### src/rtl/control_decode_stage_if.sv
// Fetch-to-EX handshake bundle for the registered RV32I control decode stage.
// master drives instructions and EX readiness; slave is the decode stage.
interface control_decode_stage_if #(
    parameter int INST_W   = 32,
    parameter int ALU_OP_W = 5,
    parameter int BR_W     = 3
);
    logic                in_valid;
    logic                in_ready;
    logic [INST_W-1:0]   instruction;
    logic                flush;
    logic                out_valid;
    logic                out_ready;
    logic [ALU_OP_W-1:0] alu_op;
    logic [BR_W-1:0]     branch_type;
    logic                reg_write_en;
    logic                alu_mux_en;
    logic                store_byte;
    logic                load_byte;
    logic                mem_to_reg;
    logic                write_mem;
    logic                read_mem;
    logic                pc_absolute_jump_vec;
    logic                read_next_pc;
    logic [4:0]          rd;
    logic [4:0]          rs1;
    logic [4:0]          rs2;
    logic                illegal;
    logic                hazard_stall;

    modport master (
        output in_valid, instruction, flush, out_ready,
        input  in_ready, out_valid, alu_op, branch_type,
        input  reg_write_en, alu_mux_en, store_byte, load_byte,
        input  mem_to_reg, write_mem, read_mem,
        input  pc_absolute_jump_vec, read_next_pc,
        input  rd, rs1, rs2, illegal, hazard_stall
    );

    modport slave (
        input  in_valid, instruction, flush, out_ready,
        output in_ready, out_valid, alu_op, branch_type,
        output reg_write_en, alu_mux_en, store_byte, load_byte,
        output mem_to_reg, write_mem, read_mem,
        output pc_absolute_jump_vec, read_next_pc,
        output rd, rs1, rs2, illegal, hazard_stall
    );
endinterface

### src/rtl/control_decode_stage.sv
// Registered RV32I control decode stage with load-use bubble insertion.
// Optional feature macro: CLU_SLT_EN (legal SLT/SLTU/SLTI/SLTIU decode).
module control_decode_stage #(
    parameter int INST_W   = 32,
    parameter int ALU_OP_W = 5,
    parameter int BR_W     = 3
) (
    input logic                   clk,
    input logic                   nrst,
    control_decode_stage_if.slave bus
);

    // ALU ops come in reg/imm pairs; FOP_SUBI is reserved and never decoded
    localparam logic [ALU_OP_W-1:0] FOP_ADD   = ALU_OP_W'(0);
    localparam logic [ALU_OP_W-1:0] FOP_ADDI  = ALU_OP_W'(1);
    localparam logic [ALU_OP_W-1:0] FOP_SUB   = ALU_OP_W'(2);
    localparam logic [ALU_OP_W-1:0] FOP_SLL   = ALU_OP_W'(4);
    localparam logic [ALU_OP_W-1:0] FOP_SLLI  = ALU_OP_W'(5);
    localparam logic [ALU_OP_W-1:0] FOP_SRL   = ALU_OP_W'(6);
    localparam logic [ALU_OP_W-1:0] FOP_SRLI  = ALU_OP_W'(7);
    localparam logic [ALU_OP_W-1:0] FOP_SRA   = ALU_OP_W'(8);
    localparam logic [ALU_OP_W-1:0] FOP_SRAI  = ALU_OP_W'(9);
    localparam logic [ALU_OP_W-1:0] FOP_AND   = ALU_OP_W'(10);
    localparam logic [ALU_OP_W-1:0] FOP_ANDI  = ALU_OP_W'(11);
    localparam logic [ALU_OP_W-1:0] FOP_OR    = ALU_OP_W'(12);
    localparam logic [ALU_OP_W-1:0] FOP_ORI   = ALU_OP_W'(13);
    localparam logic [ALU_OP_W-1:0] FOP_XOR   = ALU_OP_W'(14);
    localparam logic [ALU_OP_W-1:0] FOP_XORI  = ALU_OP_W'(15);
    localparam logic [ALU_OP_W-1:0] FOP_IMM   = ALU_OP_W'(16);
`ifdef CLU_SLT_EN
    localparam logic [ALU_OP_W-1:0] FOP_SLT   = ALU_OP_W'(17);
    localparam logic [ALU_OP_W-1:0] FOP_SLTU  = ALU_OP_W'(18);
`endif

    localparam logic [BR_W-1:0] BR_NONE = BR_W'(0);
    localparam logic [BR_W-1:0] BR_BEQ  = BR_W'(1);
    localparam logic [BR_W-1:0] BR_BNE  = BR_W'(2);
    localparam logic [BR_W-1:0] BR_BLT  = BR_W'(3);
    localparam logic [BR_W-1:0] BR_BGE  = BR_W'(4);
    localparam logic [BR_W-1:0] BR_BLTU = BR_W'(5);
    localparam logic [BR_W-1:0] BR_BGEU = BR_W'(6);
    localparam logic [BR_W-1:0] BR_JUMP = BR_W'(7);

    typedef enum logic [1:0] {
        S_EMPTY,
        S_FULL,
        S_BUBBLE
    } state_t;

    typedef struct packed {
        logic [ALU_OP_W-1:0] alu_op;
        logic [BR_W-1:0]     br;
        logic                rw;
        logic                mux;
        logic                sb;
        logic                lb;
        logic                m2r;
        logic                wm;
        logic                rm;
        logic                pca;
        logic                np;
        logic                ill;
    } ctrl_t;

    logic [INST_W-1:0] w_raw;
    logic [31:0]       w_ins;
    logic [6:0]        w_opc;
    logic [2:0]        w_f3;
    logic [6:0]        w_f7;
    logic [4:0]        w_rd;
    logic [4:0]        w_rs1;
    logic [4:0]        w_rs2;
    logic              w_f7_z;
    logic              w_f7_alt;
    logic              w_is_r;
    logic              w_is_i;
    logic              w_is_ld;
    logic              w_is_st;
    logic              w_is_br;
    logic              w_is_jal;
    logic              w_is_jalr;
    logic              w_is_u;
    ctrl_t             w_dec;
    logic              w_ok;
    logic              w_use1;
    logic              w_use2;
    logic              w_hazard;
    logic              w_in_ready;
    logic              w_accept;

    state_t            r_state;
    ctrl_t             r_ctrl;
    logic [4:0]        r_rd;
    logic [4:0]        r_rs1;
    logic [4:0]        r_rs2;

    assign w_raw     = bus.instruction;
    assign w_ins     = w_raw[31:0];
    assign w_opc     = w_ins[6:0];
    assign w_rd      = w_ins[11:7];
    assign w_f3      = w_ins[14:12];
    assign w_rs1     = w_ins[19:15];
    assign w_rs2     = w_ins[24:20];
    assign w_f7      = w_ins[31:25];
    assign w_f7_z    = (w_f7 == 7'b0000000);
    assign w_f7_alt  = (w_f7 == 7'b0100000);

    assign w_is_r    = (w_opc == 7'b0110011);
    assign w_is_i    = (w_opc == 7'b0010011);
    assign w_is_ld   = (w_opc == 7'b0000011);
    assign w_is_st   = (w_opc == 7'b0100011);
    assign w_is_br   = (w_opc == 7'b1100011);
    assign w_is_jal  = (w_opc == 7'b1101111);
    assign w_is_jalr = (w_opc == 7'b1100111);
    assign w_is_u    = (w_opc == 7'b0110111) | (w_opc == 7'b0010111);

    always_comb begin
        w_dec  = '0;
        w_ok   = 1'b0;
        w_use1 = 1'b0;
        w_use2 = 1'b0;
        unique case (1'b1)
            w_is_r: begin
                w_use1   = 1'b1;
                w_use2   = 1'b1;
                w_dec.rw = 1'b1;
                unique case ({w_f7[5], w_f3})
                    4'b0_000: begin w_dec.alu_op = FOP_ADD; w_ok = w_f7_z;   end
                    4'b1_000: begin w_dec.alu_op = FOP_SUB; w_ok = w_f7_alt; end
                    4'b0_001: begin w_dec.alu_op = FOP_SLL; w_ok = w_f7_z;   end
                    4'b0_101: begin w_dec.alu_op = FOP_SRL; w_ok = w_f7_z;   end
                    4'b1_101: begin w_dec.alu_op = FOP_SRA; w_ok = w_f7_alt; end
                    4'b0_111: begin w_dec.alu_op = FOP_AND; w_ok = w_f7_z;   end
                    4'b0_110: begin w_dec.alu_op = FOP_OR;  w_ok = w_f7_z;   end
                    4'b0_100: begin w_dec.alu_op = FOP_XOR; w_ok = w_f7_z;   end
`ifdef CLU_SLT_EN
                    4'b0_010: begin w_dec.alu_op = FOP_SLT;  w_ok = w_f7_z; end
                    4'b0_011: begin w_dec.alu_op = FOP_SLTU; w_ok = w_f7_z; end
`endif
                    default:  w_ok = 1'b0;
                endcase
            end
            w_is_i: begin
                w_use1    = 1'b1;
                w_dec.rw  = 1'b1;
                w_dec.mux = 1'b1;
                unique case (w_f3)
                    3'b000: begin w_dec.alu_op = FOP_ADDI; w_ok = 1'b1;   end
                    3'b001: begin w_dec.alu_op = FOP_SLLI; w_ok = w_f7_z; end
                    3'b101: begin
                        w_dec.alu_op = w_f7[5] ? FOP_SRAI : FOP_SRLI;
                        w_ok         = w_f7_z | w_f7_alt;
                    end
                    3'b111: begin w_dec.alu_op = FOP_ANDI; w_ok = 1'b1; end
                    3'b110: begin w_dec.alu_op = FOP_ORI;  w_ok = 1'b1; end
                    3'b100: begin w_dec.alu_op = FOP_XORI; w_ok = 1'b1; end
`ifdef CLU_SLT_EN
                    3'b010: begin w_dec.alu_op = FOP_SLT;  w_ok = 1'b1; end
                    3'b011: begin w_dec.alu_op = FOP_SLTU; w_ok = 1'b1; end
`endif
                    default: w_ok = 1'b0;
                endcase
            end
            w_is_ld: begin
                w_use1       = 1'b1;
                w_ok         = (w_f3 == 3'b000) | (w_f3 == 3'b010);
                w_dec.alu_op = FOP_ADD;
                w_dec.mux    = 1'b1;
                w_dec.rw     = 1'b1;
                w_dec.rm     = 1'b1;
                w_dec.m2r    = 1'b1;
                w_dec.lb     = (w_f3 == 3'b000);
            end
            w_is_st: begin
                w_use1       = 1'b1;
                w_use2       = 1'b1;
                w_ok         = (w_f3 == 3'b000) | (w_f3 == 3'b010);
                w_dec.alu_op = FOP_ADD;
                w_dec.mux    = 1'b1;
                w_dec.wm     = 1'b1;
                w_dec.sb     = (w_f3 == 3'b000);
            end
            w_is_br: begin
                w_use1       = 1'b1;
                w_use2       = 1'b1;
                w_ok         = 1'b1;
                w_dec.alu_op = FOP_SUB;
                unique case (w_f3)
                    3'b000:  w_dec.br = BR_BEQ;
                    3'b001:  w_dec.br = BR_BNE;
                    3'b100:  w_dec.br = BR_BLT;
                    3'b101:  w_dec.br = BR_BGE;
                    3'b110:  w_dec.br = BR_BLTU;
                    3'b111:  w_dec.br = BR_BGEU;
                    default: w_ok     = 1'b0;
                endcase
            end
            w_is_jal: begin
                w_ok     = 1'b1;
                w_dec.br = BR_JUMP;
                w_dec.np = 1'b1;
                w_dec.rw = 1'b1;
            end
            w_is_jalr: begin
                w_use1    = 1'b1;
                w_ok      = (w_f3 == 3'b000);
                w_dec.br  = BR_JUMP;
                w_dec.np  = 1'b1;
                w_dec.rw  = 1'b1;
                w_dec.pca = 1'b1;
                w_dec.mux = 1'b1;
            end
            w_is_u: begin
                w_ok         = 1'b1;
                w_dec.alu_op = FOP_IMM;
                w_dec.mux    = 1'b1;
                w_dec.rw     = 1'b1;
            end
            default: w_ok = 1'b0;
        endcase
        if (!w_ok) begin
            w_dec     = '0;
            w_dec.br  = BR_NONE;
            w_dec.ill = 1'b1;
        end
    end

    // Held load retires this cycle while its consumer waits one slot
    assign w_hazard = (r_state == S_FULL) & r_ctrl.rm & (r_rd != 5'd0)
                    & bus.out_ready & bus.in_valid & ~bus.flush
                    & ((w_use1 & (w_rs1 == r_rd))
                     | (w_use2 & (w_rs2 == r_rd)));

    assign w_in_ready = ((r_state != S_FULL) | bus.out_ready) & ~w_hazard;
    assign w_accept   = bus.in_valid & w_in_ready;

    always_ff @(posedge clk) begin
        if (!nrst) begin
            r_state <= S_EMPTY;
            r_ctrl  <= '0;
            r_rd    <= '0;
            r_rs1   <= '0;
            r_rs2   <= '0;
        end else if (bus.flush) begin
            r_state <= S_EMPTY;
        end else begin
            unique case (r_state)
                S_FULL: begin
                    if (w_hazard)
                        r_state <= S_BUBBLE;
                    else if (bus.out_ready)
                        r_state <= w_accept ? S_FULL : S_EMPTY;
                end
                default: begin
                    if (w_accept)
                        r_state <= S_FULL;
                end
            endcase
            if (w_accept) begin
                r_ctrl <= w_dec;
                r_rd   <= w_rd;
                r_rs1  <= w_rs1;
                r_rs2  <= w_rs2;
            end
        end
    end

    assign bus.in_ready             = w_in_ready;
    assign bus.out_valid            = (r_state == S_FULL);
    assign bus.hazard_stall         = w_hazard;
    assign bus.alu_op               = r_ctrl.alu_op;
    assign bus.branch_type          = r_ctrl.br;
    assign bus.reg_write_en         = r_ctrl.rw;
    assign bus.alu_mux_en           = r_ctrl.mux;
    assign bus.store_byte           = r_ctrl.sb;
    assign bus.load_byte            = r_ctrl.lb;
    assign bus.mem_to_reg           = r_ctrl.m2r;
    assign bus.write_mem            = r_ctrl.wm;
    assign bus.read_mem             = r_ctrl.rm;
    assign bus.pc_absolute_jump_vec = r_ctrl.pca;
    assign bus.read_next_pc         = r_ctrl.np;
    assign bus.illegal              = r_ctrl.ill;
    assign bus.rd                   = r_rd;
    assign bus.rs1                  = r_rs1;
    assign bus.rs2                  = r_rs2;

endmodule

### src/flat_wrapper.sv
// flat-port wrapper written by rule: the top's interface ports become plain ports
module control_decode_stage_flat 
#(
    parameter int INST_W   = 32,
    parameter int ALU_OP_W = 5,
    parameter int BR_W     = 3
)
  (clk, nrst, bus_in_valid, bus_instruction, bus_flush, bus_out_ready, bus_in_ready, bus_out_valid, bus_alu_op, bus_branch_type, bus_reg_write_en, bus_alu_mux_en, bus_store_byte, bus_load_byte, bus_mem_to_reg, bus_write_mem, bus_read_mem, bus_pc_absolute_jump_vec, bus_read_next_pc, bus_rd, bus_rs1, bus_rs2, bus_illegal, bus_hazard_stall);
  control_decode_stage_if #(.INST_W(INST_W), .ALU_OP_W(ALU_OP_W), .BR_W(BR_W)) bus_i ();
  input logic clk;
  input logic nrst;
  input wire logic [$bits(bus_i.in_valid)-1:0] bus_in_valid;
  input wire logic [$bits(bus_i.instruction)-1:0] bus_instruction;
  input wire logic [$bits(bus_i.flush)-1:0] bus_flush;
  input wire logic [$bits(bus_i.out_ready)-1:0] bus_out_ready;
  output wire logic [$bits(bus_i.in_ready)-1:0] bus_in_ready;
  output wire logic [$bits(bus_i.out_valid)-1:0] bus_out_valid;
  output wire logic [$bits(bus_i.alu_op)-1:0] bus_alu_op;
  output wire logic [$bits(bus_i.branch_type)-1:0] bus_branch_type;
  output wire logic [$bits(bus_i.reg_write_en)-1:0] bus_reg_write_en;
  output wire logic [$bits(bus_i.alu_mux_en)-1:0] bus_alu_mux_en;
  output wire logic [$bits(bus_i.store_byte)-1:0] bus_store_byte;
  output wire logic [$bits(bus_i.load_byte)-1:0] bus_load_byte;
  output wire logic [$bits(bus_i.mem_to_reg)-1:0] bus_mem_to_reg;
  output wire logic [$bits(bus_i.write_mem)-1:0] bus_write_mem;
  output wire logic [$bits(bus_i.read_mem)-1:0] bus_read_mem;
  output wire logic [$bits(bus_i.pc_absolute_jump_vec)-1:0] bus_pc_absolute_jump_vec;
  output wire logic [$bits(bus_i.read_next_pc)-1:0] bus_read_next_pc;
  output wire logic [$bits(bus_i.rd)-1:0] bus_rd;
  output wire logic [$bits(bus_i.rs1)-1:0] bus_rs1;
  output wire logic [$bits(bus_i.rs2)-1:0] bus_rs2;
  output wire logic [$bits(bus_i.illegal)-1:0] bus_illegal;
  output wire logic [$bits(bus_i.hazard_stall)-1:0] bus_hazard_stall;
  assign bus_i.in_valid = bus_in_valid;
  assign bus_i.instruction = bus_instruction;
  assign bus_i.flush = bus_flush;
  assign bus_i.out_ready = bus_out_ready;
  assign bus_in_ready = bus_i.in_ready;
  assign bus_out_valid = bus_i.out_valid;
  assign bus_alu_op = bus_i.alu_op;
  assign bus_branch_type = bus_i.branch_type;
  assign bus_reg_write_en = bus_i.reg_write_en;
  assign bus_alu_mux_en = bus_i.alu_mux_en;
  assign bus_store_byte = bus_i.store_byte;
  assign bus_load_byte = bus_i.load_byte;
  assign bus_mem_to_reg = bus_i.mem_to_reg;
  assign bus_write_mem = bus_i.write_mem;
  assign bus_read_mem = bus_i.read_mem;
  assign bus_pc_absolute_jump_vec = bus_i.pc_absolute_jump_vec;
  assign bus_read_next_pc = bus_i.read_next_pc;
  assign bus_rd = bus_i.rd;
  assign bus_rs1 = bus_i.rs1;
  assign bus_rs2 = bus_i.rs2;
  assign bus_illegal = bus_i.illegal;
  assign bus_hazard_stall = bus_i.hazard_stall;
  control_decode_stage #(.INST_W(INST_W), .ALU_OP_W(ALU_OP_W), .BR_W(BR_W)) u_core (.clk(clk), .nrst(nrst), .bus(bus_i));
endmodule
### config.mk
export PLATFORM = sky130hd
export DESIGN_NAME = control_decode_stage_flat
export DESIGN_NICKNAME = d
export VERILOG_FILES = /design/src/rtl/control_decode_stage_if.sv /design/src/rtl/control_decode_stage.sv /design/src/flat_wrapper.sv
export SDC_FILE = /design/constraint.sdc
export NUM_CORES = 1
export LEC_CHECK = 0
export ABC_AREA = 1
export CORE_AREA = 4 4 72 74
export CTS_CLUSTER_DIAMETER = 150
export DETAILED_ROUTE_END_ITERATION = 16
export DIE_AREA = 0 0 76 78
export PLACE_DENSITY = 0.78
export SLEW_MARGIN = 10
export SYNTH_ARGS = -nofsm -noshare
export SYNTH_HDL_FRONTEND = slang
export SYNTH_SLANG_ARGS = --single-unit
### constraint.sdc
create_clock -name clk -period 2.2 [get_ports clk]
set_clock_uncertainty 0.15 [all_clocks]
set_input_delay 0.66 -clock clk [delete_from_list [all_inputs] [get_ports clk]]
set_output_delay 0.66 -clock clk [all_outputs]
set_load 0.005 [all_outputs]
==> results by group <==
Layout
  – Fin cells: 502
  – Area Overhead vs Synth: 84.5%
  – Leading cell type in the layout, fill and taps excluded: nand2_1
  – Commonest non-fill, non-tap cells in the layout: 81 x nand2_1, 69 x buf_4, 44 x clkdlybuf4s50_1, 33 x a21oi_1, 31 x dfxtp_1
  – Post-layout instance area: 3620 um^2
  – Number of diodes: 0
  – Nets: 486
  – Layout cells sized above 1: 37.1%

Run
  – Max capacitance violation total: 0

Clock tree
  – Clk_lat worst skew: between 200 and 300 ps
  – Number of clock sinks: 34
  – Clock Tree Root: clkbuf_8
  – Total CTS buffers: 5
  – Clock transition at path regs: 70 ps
  – CTS tree: built
  – Worst-case clock buffer depth: 2
  – # H-tree levels: 2

Floorplan
  – Die H: approximately 80 um
  – Core Area: about 4600 um^2
  – Initial Util: 42.7%
  – Die Area: 5930 um^2
  – Rows: 25
  – Die Span X: around 76 um
  – # IOs: 73

Yosys
  – Register area share after synthesis: 34.6%
  – Synth unique cells: 36
  – Async SR Flop Fraction: 0%
  – Cells after Synth: just over 300
  – Primary FF master, synth: dfxtp_1
  – Syn nets: 339
  – Post-synth EDFFs: 0
  – Seq cells post-synth: 34
  – Mapped Area: 1960 um^2
  – Syn avg cell area: 6.50 um^2
  – Ys Warns: 0

Drt
  – Final ANT Viol Nets: 0
  – Wire per inst: 14.9 um
  – Vias per cell: 5.22
  – Residual DRC count: 0
  – WL final: 7.50 mm
  – Via count: 2622
  – Drt pass-1 iters: 5
  – DRT iter0 DRCs: 169

STA
  – Worst Max-Slew Pin Slew: 798 ps
  – RSZ-0062 raised after global routing: yes
  – Relative slew slack: 46.8%
  – Worst Slack Setup Final: -195 ps
  – Final Hold Vio Count: 0
  – Final period utilization: 109%
  – Fin crit period: 2390 ps
  – # setup viols final: 3
  – Max-slew violations: 0
  – Fmax: approximately 420 MHz

Placed design
  – Placed insts: between 400 and 500
  – Port Buffers: 72
  – HPWL after detailed placement: 4.78 mm
  – Dpl ws: -990 ps
  – GP Congestion: between 0.9 and 1
  – Area after DPL: 3210 um^2

Pwr
  – P_int: 1100 uW
  – P_leak: 0.00164 uW
  – Combinational share of power: 27.0%
  – Sequential power share: 43.0%
  – Max VDD drop: 0.271 mV
  – Sw power: 429 uW
  – Pwr dens: 421 nW/um^2
  – Net Sw Frac: 28.1%
  – Clock power frac: about 30%

Run status
  – Status: finished, violations left
  – Failing checks: negative setup slack

Critical path
  – WP data arrival: 1580 ps
  – Reg2reg path depth: 13
  – Crit Path Max Fanout: 3
  – Critical path data required time: ~1400 ps
  – Setup crit end kind: output pin
  – Critical path start-end classification: input port to output pin
  – Critical Path Start Type: input port

GRT
  – Met1 usage: 26.1%
  – Met3 GRT Util: 5.92%
  – Largest net degree at the start of global routing: 25
  – GRT Overall Usage: 22.9%
  – First-pass GRT wire length: 11.3 mm
  – Initial antenna violation count: 0
  – GR peak layer: met2
  – Routing usage on met2: about two fifths
  – Number of global-route vias before repair: 2558
  – GRT overflow: 0

Worst hold path
  – WHS Path Cells: 2
  – Path type of the worst min-delay path: flop to flop
[worst max-delay path, stage by stage]
cell and delay [ps]:
buf_8 100, nor2_4 120, nand2_4 80, a21oi_4 120, nand4_1 120, nand2_2 110
nand2_4 50, inv_2 50, nor2_1 30, buf_2 120
[metrics by stage]
stage	utilization, %	total power (uW)	hold WS [ps]	TNS, ps
floorplan	-	797	286	0
global placement	69.9	1020	291	-17830
detailed placement	69.9	1020	294	-19480
CTS	75.4	1490	306	-329
global route	78.8	1590	328	-597
finish	78.8	1520	308	-346
[synthesized netlist by cell type, types with 3 or more instances]
cell      n  area [um^2]
nor3_1    5         25.0
o21ai_0  13         65.1
dfxtp_1  34          681
nand3_1  11         55.1
nand2_1  88          330
inv_1    26         97.6
nor2_1   27          101
inv_2    15         56.3
a21oi_1  35          175
nand4_1   4         25.0
o21ai_1   4         20.0
nand2_2   4         25.0
nor2_2    4         25.0
xnor2_1   3         26.3
buf_2     3         15.0
[logic make-up after synthesis]
kind of cell | synth area share, %
buf+inv | 10.5
simple gates | 36.8
compound gates | 16.7
flops | 34.6
xor+xnor | 1.34
[per-layer routing]
metal / share of wire [%] / vias up
li1: - / 1260
met1: 39 / 1196
met2: 50 / 132
met3: 7.1 / 34
met4: 3.6 / 0
met5: 0 / -
[what timing repair did]
item	4_1_cts	5_1_grt
hold buffers	0	0
buffers inserted	16	4
endpoints found under the hold margin	0	0
resized for setup	110	48
pin swaps	31	29
endpoints found under the setup margin	38	18
[power groups by stage]
stage | clock network, uW | registers (uW) | logic (uW)
2_1_floorplan | 0 | 667 | 130
3_3_place_gp | 0 | 665 | 353
3_5_place_dp | 0 | 666 | 359
4_1_cts | 460 | 653 | 375
5_1_grt | 491 | 657 | 441
6_report | 458 | 655 | 412
[cell type report]
cell class | instances | area (um^2)
fillers | 320 | 973
multi-input cells | 219 | 1270
repair buffers | 148 | 1350
inverters | 41 | 171
flip-flops and latches | 34 | 684
clock buffers | 6 | 82.6
well taps | 54 | 67.6
[final timing paths]
kind / from / to / slack, ps
max: bus_instruction[3] / bus_in_ready / -190
min: u_core.bus.write_mem / u_core.bus.write_mem / 310
max reg2reg: u_core.bus.rd[0] / u_core.bus.branch_type[2] / 160
min reg2reg: u_core.bus.write_mem / u_core.bus.write_mem / 310
Power figures use the tool's default switching activity.
